===== src/rtl/complex_mac_seq_pkg.sv =====
// Shared definitions for the sequential complex multiply-accumulate unit:
// FSM state encoding, product-index constants and the per-index tables that
// pick operands, add/subtract and the real/imaginary target.
package complex_mac_seq_pkg;

    typedef enum logic [2:0] {
        IDLE  = 3'd0,
        ISSUE = 3'd1,
        WAIT  = 3'd2,
        ACC   = 3'd3,
        DONE  = 3'd4
    } state_t;

    // Product index k: which partial product of (a_re + j a_im)(b_re + j b_im)
    localparam logic [1:0] P_RR = 2'd0;  // re += a_re * b_re
    localparam logic [1:0] P_II = 2'd1;  // re -= a_im * b_im
    localparam logic [1:0] P_RI = 2'd2;  // im += a_re * b_im
    localparam logic [1:0] P_IR = 2'd3;  // im += a_im * b_re

    // Only the a_im * b_im term is subtracted
    function automatic logic k_is_sub(input logic [1:0] k);
        return (k == P_II);
    endfunction

    // Cross terms land in the imaginary accumulator
    function automatic logic k_to_im(input logic [1:0] k);
        return (k == P_RI) || (k == P_IR);
    endfunction

    // Multiplier A operand is a_im for these indices, otherwise a_re
    function automatic logic k_a_im(input logic [1:0] k);
        return (k == P_II) || (k == P_IR);
    endfunction

    // Multiplier B operand is b_im for these indices, otherwise b_re
    function automatic logic k_b_im(input logic [1:0] k);
        return (k == P_II) || (k == P_RI);
    endfunction

endpackage


===== src/rtl/complex_mac_seq_mult.sv =====
// Signed W x W -> 2W shift-add multiplier with a start/done handshake.
// Operands are reduced to unsigned magnitudes (the most negative value maps
// to 2^(W-1), which still fits in W bits), multiplied over W shift-add steps
// and negated at the end when the operand signs differ.
// The first step is folded into the load cycle, so a start pulse launched
// at edge m (sampled at m+1) yields product/done at edge m+W. Requires W >= 2.
module seq_signed_mult #(
    parameter int W = 4
) (
    input  logic                  clk,
    input  logic                  rst_n,
    input  logic                  start,
    input  logic signed [W-1:0]   a,
    input  logic signed [W-1:0]   b,
    output logic                  done,
    output logic signed [2*W-1:0] product
);

    localparam int CW = $clog2(W) + 1;

    logic [W-1:0]   a_mag;
    logic [W-1:0]   b_mag;
    logic [2*W-1:0] mcand;
    logic [W-1:0]   mplier;
    logic [2*W-1:0] acc;
    logic [2*W-1:0] acc_nxt;
    logic [CW-1:0]  cnt;
    logic           running;
    logic           neg;

    assign a_mag   = a[W-1] ? $unsigned(-a) : $unsigned(a);
    assign b_mag   = b[W-1] ? $unsigned(-b) : $unsigned(b);
    assign acc_nxt = acc + (mplier[0] ? mcand : '0);

    // Load magnitudes with the first partial product, then shift-add until
    // the counter expires and register the sign-corrected product.
    always_ff @(posedge clk or negedge rst_n) begin
        if (!rst_n) begin
            mcand   <= '0;
            mplier  <= '0;
            acc     <= '0;
            cnt     <= '0;
            running <= 1'b0;
            neg     <= 1'b0;
            done    <= 1'b0;
            product <= '0;
        end else if (start) begin
            mcand   <= {{(W-1){1'b0}}, a_mag, 1'b0};
            mplier  <= {1'b0, b_mag[W-1:1]};
            acc     <= b_mag[0] ? {{W{1'b0}}, a_mag} : '0;
            cnt     <= CW'(W - 1);
            running <= 1'b1;
            neg     <= a[W-1] ^ b[W-1];
            done    <= 1'b0;
        end else if (running) begin
            acc    <= acc_nxt;
            mcand  <= {mcand[2*W-2:0], 1'b0};
            mplier <= {1'b0, mplier[W-1:1]};
            cnt    <= cnt - 1'b1;
            if (cnt == CW'(1)) begin
                running <= 1'b0;
                done    <= 1'b1;
                product <= $signed(neg ? -acc_nxt : acc_nxt);
            end else begin
                done <= 1'b0;
            end
        end else begin
            done <= 1'b0;
        end
    end

endmodule


===== src/rtl/complex_mac_seq.sv =====
// Sequential signed complex multiply-accumulate. Four partial products are
// issued one at a time to a shared shift-add multiplier and summed into work
// registers; the result registers update only when the last product lands.
//
// Handshake: start is sampled only in IDLE or DONE (and only when clr is low);
// it is ignored while busy, with no queueing. busy is high from the accepting
// edge until the edge that enters DONE; done is high for exactly the DONE
// cycle, which is also the first cycle the new out_re/out_im/ovf are visible.
module complex_mac_seq
    import complex_mac_seq_pkg::*;
#(
    parameter int W     = 4,
    parameter int ACC_W = 2*W + 4
) (
    input  logic                    clk,
    input  logic                    rst_n,
    input  logic                    start,
    input  logic                    acc_en,
    input  logic                    clr,
    input  logic signed [W-1:0]     a_re,
    input  logic signed [W-1:0]     a_im,
    input  logic signed [W-1:0]     b_re,
    input  logic signed [W-1:0]     b_im,
    output logic                    busy,
    output logic                    done,
    output logic signed [ACC_W-1:0] out_re,
    output logic signed [ACC_W-1:0] out_im,
    output logic                    ovf
);

    state_t state_q, state_d;
    logic [1:0] k_q;
    logic signed [W-1:0] ar_q, ai_q, br_q, bi_q;
    logic signed [ACC_W-1:0] work_re, work_im;

    logic idle_like, accept, clear_req;
    logic mult_start, mult_done;
    logic signed [W-1:0]     mult_a, mult_b;
    logic signed [2*W-1:0]   mult_p;
    logic signed [ACC_W-1:0] prod_ext, acc_in, sum, nxt_re, nxt_im;
    logic is_sub, to_im, ov;

    assign idle_like = (state_q == IDLE) || (state_q == DONE);
    assign accept    = idle_like && start && !clr;
    assign clear_req = idle_like && clr;

    assign mult_a = k_a_im(k_q) ? ai_q : ar_q;
    assign mult_b = k_b_im(k_q) ? bi_q : br_q;

    seq_signed_mult #(.W(W)) u_mult (
        .clk     (clk),
        .rst_n   (rst_n),
        .start   (mult_start),
        .a       (mult_a),
        .b       (mult_b),
        .done    (mult_done),
        .product (mult_p)
    );

    // Add or subtract the sign-extended product into the selected work
    // register; signed overflow shows as a sign flip the operands can't explain.
    assign prod_ext = {{(ACC_W-2*W){mult_p[2*W-1]}}, mult_p};
    assign is_sub   = k_is_sub(k_q);
    assign to_im    = k_to_im(k_q);
    assign acc_in   = to_im ? work_im : work_re;
    assign sum      = is_sub ? (acc_in - prod_ext) : (acc_in + prod_ext);
    assign ov       = is_sub
                    ? ((acc_in[ACC_W-1] != prod_ext[ACC_W-1]) && (sum[ACC_W-1] != acc_in[ACC_W-1]))
                    : ((acc_in[ACC_W-1] == prod_ext[ACC_W-1]) && (sum[ACC_W-1] != acc_in[ACC_W-1]));
    assign nxt_re   = to_im ? work_re : sum;
    assign nxt_im   = to_im ? sum : work_im;

    // FSM state register
    always_ff @(posedge clk or negedge rst_n) begin
        if (!rst_n) state_q <= IDLE;
        else        state_q <= state_d;
    end

    // FSM next state and control outputs
    always_comb begin
        state_d    = state_q;
        mult_start = 1'b0;
        busy       = 1'b0;
        done       = 1'b0;
        case (state_q)
            IDLE: begin
                if (accept) state_d = ISSUE;
            end
            ISSUE: begin
                busy       = 1'b1;
                mult_start = 1'b1;
                state_d    = WAIT;
            end
            WAIT: begin
                busy = 1'b1;
                if (mult_done) state_d = ACC;
            end
            ACC: begin
                busy    = 1'b1;
                state_d = (k_q == P_IR) ? DONE : ISSUE;
            end
            DONE: begin
                done    = 1'b1;
                state_d = accept ? ISSUE : IDLE;
            end
            default: state_d = IDLE;
        endcase
    end

    // Operand capture, product index, work/result registers and sticky ovf
    always_ff @(posedge clk or negedge rst_n) begin
        if (!rst_n) begin
            k_q     <= P_RR;
            ar_q    <= '0;
            ai_q    <= '0;
            br_q    <= '0;
            bi_q    <= '0;
            work_re <= '0;
            work_im <= '0;
            out_re  <= '0;
            out_im  <= '0;
            ovf     <= 1'b0;
        end else if (accept) begin
            ar_q    <= a_re;
            ai_q    <= a_im;
            br_q    <= b_re;
            bi_q    <= b_im;
            work_re <= acc_en ? out_re : '0;
            work_im <= acc_en ? out_im : '0;
            if (!acc_en) ovf <= 1'b0;
            k_q     <= P_RR;
        end else if (clear_req) begin
            out_re <= '0;
            out_im <= '0;
            ovf    <= 1'b0;
        end else if (state_q == ACC) begin
            work_re <= nxt_re;
            work_im <= nxt_im;
            if (ov) ovf <= 1'b1;
            // k wraps from P_IR back to P_RR on the commit step
            k_q <= k_q + 2'd1;
            if (k_q == P_IR) begin
                out_re <= nxt_re;
                out_im <= nxt_im;
            end
        end
    end

endmodule


===== config.mk =====
export PLATFORM = sky130hd
export DESIGN_NAME = complex_mac_seq
export DESIGN_NICKNAME = d
export VERILOG_FILES = /design/src/rtl/complex_mac_seq_pkg.sv /design/src/rtl/complex_mac_seq_mult.sv /design/src/rtl/complex_mac_seq.sv
export SDC_FILE = /design/constraint.sdc
export NUM_CORES = 1
export LEC_CHECK = 0
export BUFFER_PORTS_ARGS = -buffer_cell sky130_fd_sc_hd__clkbuf_2
export CAP_MARGIN = 30
export CELL_PAD_IN_SITES_DETAIL_PLACEMENT = 1
export CELL_PAD_IN_SITES_GLOBAL_PLACEMENT = 1
export CORE_ASPECT_RATIO = 1.75
export CORE_MARGIN = 8
export CORE_UTILIZATION = 51
export DETAILED_ROUTE_END_ITERATION = 10
export HOLD_SLACK_MARGIN = 0.12
export PLACE_DENSITY = 0.86
export SYNTH_ARGS = -nofsm -noshare
export SYNTH_HDL_FRONTEND = slang
export SYNTH_SLANG_ARGS = --single-unit

===== constraint.sdc =====
create_clock -name clk -period 9.4 [get_ports clk]
set_input_delay 1.88 -clock clk [delete_from_list [all_inputs] [get_ports clk]]
set_output_delay 1.88 -clock clk [all_outputs]
set_load 0.1 [all_outputs]

==> flow_summary_export.csv <==
group,metric,value,unit
grt,grt_pass1_wl,25500,um
power,vdd_drop_max,234,uV
synth,yosys.area_share.adder,6.43,%
synth,synth_seq_cells,102,
cells_and_area,register_area,0.00255,mm2
timing,fin_crit,3.70,ns
critical_path,timing.rr.end,"work_re[6]",
power,p_int,0.00132,W
critical_path,worstPathMaxFanout,9,
synth,avgSynthCellArea,9.84,um2
synth,syn_area,0.00568,mm2
run_status,status,"finished, final reports clean",
clock_network,tritoncts,"yes",
timing,slew_violations,0,
floorplanning,die_area,0.0149,mm2
synth,synth_mux_area_share,6.48,%
critical_path,worst_path_max_delay_cell,"dfrtp_1",
critical_path,slowest_delay,0.52,ns
timing,min_period_over_period,39.3,%
place,gp_congestion,0.835,
synth,async_flop_share,100,%
floorplanning,coreArea,0.0110,mm2
critical_path,crit_cells,3,
clock_network,post-cts-setup-buffers,0,
timing,finalSetupViolations,0,
timing,setup_ws,5.70,ns
critical_path,r2r_cells,12,
cells_and_area,syn_to_final_growth,11.7,%
timing,timing.fmax,0.270,GHz
critical_path,r2r-start,"k_q[0]",
route,antenna_left,0,
grt,grt_use_total,22.1,%
synth,synth_edf_count,0,
power,p_seq_share,29.3,%
grt,grt_max_degree,77,
synth,synth-xor-area-share,6.04,%
hold_path,hold_class,"reg2reg",
critical_path,critical-path-top-delay-family,"flip-flops",
critical_path,path_class,"reg2out",
route,drcViolationCount,0,
route,vias,4537,
route,avgViaCountPerCell,6.05,
timing,hold_violations,0,
power,powerDensity,401,mW/mm2
floorplanning,row_count,51,
flow_run,max_cap_violations,0,
clock_network,htree_levels,3,
cells_and_area,final_core_util,57.8,%
synth,synth_warnings,0,
floorplanning,io_pins,48,
synth,syn_inst,577,
synth,synth_flop_cell,"dfrtp_1",
place,place_ws,5.56,ns
clock_network,clkTransAtPathRegs,0.08,ns
clock_network,clock_path_buffers,2,
critical_path,crit_path_end_kind,"output port",
clock_network,clock_sinks,102,
critical_path,setup.worst_path.start,"state_q[0]",
synth,ys_seq_area_share,44.9,%
clock_network,numCtsBuffers,9,
grt,antenna_found_initial,0,
cells_and_area,multi_input_area,0.00294,mm2
critical_path,cp-endpoint,"done",
timing,tightest_slew,1.02,ns
power,combinationalPowerShare,55.9,%
route,dr.pass1.iters,4,
route,wirelength,15500,um
clock_network,clk_latency,0.36,ns
synth,synth_top_family_by_area,"compound AO/OA/AOI/OAI gates",
power,leakagePower,3.08,nW
clock_network,clock-root-buffer,"clkbuf_16",
power,switching_share,48.1,%
timing,fin_setup_tns,0,ns
grt,grt_pass1_vias,5115,
power,pwr-share-clk,14.8,%
synth,ys_types,64,
critical_path,arrival,1.82,ns
cells_and_area,nFillCells,1261,
route,drt-wirelength-per-cell,20.7,um
clock_network,cts_hold_buffers,0,
cells_and_area,nets,662,
place,io_buffers,47,
grt,overflow,0,
power,power_switching,0.00123,W
critical_path,required,7.52,ns
floorplanning,die_y,156,um
critical_path,crit_buf_inv,1,
floorplanning,die_w,95.8,um
cells_and_area,diodes,0,
critical_path,rrSetupSlack,5.71,ns
clock_network,cts.repair.resized,0,
timing,clock_skew,0.0114,ns
critical_path,crit_chain,"nor2_1, and2_1, clkbuf_2",
timing,maxSlewHeadroom,32.2,%
floorplanning,start_util,51.8,%
critical_path,cp-start-kind,"register",
synth,synthSimpleGateAreaFrac,16.0,%
timing,rsz0062_at_grt,"false",
place,hpwl,11400,um
synth,synth_compound_area_share,16.7,%
route,first_iter_violations,235,
cells_and_area,layout-drive-gt1-share,16.3,%
synth,syn-num-nets,626,
==> power groups by stage <==
stage	combinational (W)	sequential (W)	clock, W
2_1_floorplan	0.00105	0.000740	0
3_3_place_gp	0.00132	0.000736	0
3_5_place_dp	0.00140	0.000749	0
4_1_cts	0.00143	0.000743	0.000386
5_1_grt	0.00155	0.000766	0.000401
6_report	0.00142	0.000745	0.000378
==> cells in the mapped netlist (all sizes together) (2+ instances only) <==
cell type  count  area, um2
dfrtp        102       2550
a41oi          2       25.0
nor4b          2       23.8
o21ai         39        199
xnor2         24        210
or4            2       15.0
a21oi         29        164
a221o          6       60.1
nor3           8       50.1
o22ai          2       12.5
inv           20       75.1
o211ai         2       15.0
nand2         82        310
nand3         21        105
and2          10       62.6
nor2b          8       50.1
ha            26        325
buf            7       38.8
o41ai          2       25.0
o31ai          2       20.0
a22oi          9       67.6
nand3b         2       15.0
o32a           2       20.0
o2111ai        2       17.5
a222oi         3       30.0
fa             2       40.0
nor2          43        161
a22o          17        149
a21o           5       37.5
mux2          14        158
a211oi         4       35.0
nand2b         8       50.1
nor3b          2       26.3
mux2i         21        210
clkbuf        22       82.6
xor2          13        133
==> state kept, by name, indices dropped and copies added, names as in the netlist, 7 cells and up <==
name,cells
out_re,12
out_im,12
u_mult.acc,8
work_im,12
u_mult.product,8
work_re,12
u_mult.mcand,7
==> final cells by class <==
type / instances / share of cell area (%)
multi-input cells: 426 / 46.3
flip-flops and latches: 102 / 40.2
repair buffers: 54 / 4.89
clock buffers: 10 / 3.77
well taps: 132 / 2.60
inverters: 20 / 1.18
clock inverters: 6 / 0.986
==> worst min-delay path: stages, from the launching register on <==
cell and delay (ns):
dfrtp_1 0.35, nand2_1 0.05, nand2_1 0.06
==> cell families (layout without fill, tap and decap cells) <==
group,Yosys count,count (layout)
DFF,102,102
buffers and inverters,49,90
xor gates and xnor gates,37,37
muxes,35,35
adders and majority gates,28,28
and+or+nand+nor,193,193
AOI/OAI and AO/OA,133,133
==> worst min path at each step <==
| stage | start | to | slack [ns] | cells after the start |
|---|---|---|---|---|
| global route | br_q[1] | br_q[1] | 0.51 | 2 |
| CTS | ar_q[1] | ar_q[1] | 0.49 | 2 |
| detailed placement | ar_q[1] | ar_q[1] | 0.46 | 2 |
| global placement | ai_q[1] | ai_q[1] | 0.46 | 2 |
| floorplan | br_q[0] | br_q[0] | 0.44 | 2 |
| finish | ar_q[1] | ar_q[1] | 0.48 | 2 |
==> routing by layer <==
metal / vias up / GRT usage (%) / share of wire, %
met4: 0 / 11.9 / 3.7
met1: 2302 / 21.1 / 34
met5: - / 0 / 0
met2: 98 / 42.1 / 59
met3: 44 / 3.76 / 3.1
li1: 2093 / - / -
==> layout by cell type (no fill, tap or decap), types with 8 or more instances in the layout <==
cell type,count
mux2_2,14
nand2b_1,8
nand3_1,21
a22oi_1,9
mux2i_1,21
nand2_1,81
clkbuf_2,46
nor2_1,43
and2_1,10
xnor2_1,24
o21ai_0,36
ha_1,26
a22o_1,17
inv_1,19
nor2b_1,8
xor2_1,12
dfrtp_1,102
a21oi_1,26
clkbuf_16,9
==> metrics by stage <==
step | instance area (um2) | std cells | hold slack [ns] | power (W)
final | 6340 | 750 | 0.478 | 0.00255
after global routing | 6340 | 750 | 0.513 | 0.00272
after CTS | 6320 | 749 | 0.485 | 0.00256
after detailed placement | 6020 | 733 | 0.465 | 0.00215
after global placement | 6000 | 731 | 0.457 | 0.00206
after floorplan | 5680 | 577 | 0.440 | 0.00179
Power figures use the tool's default switching activity.
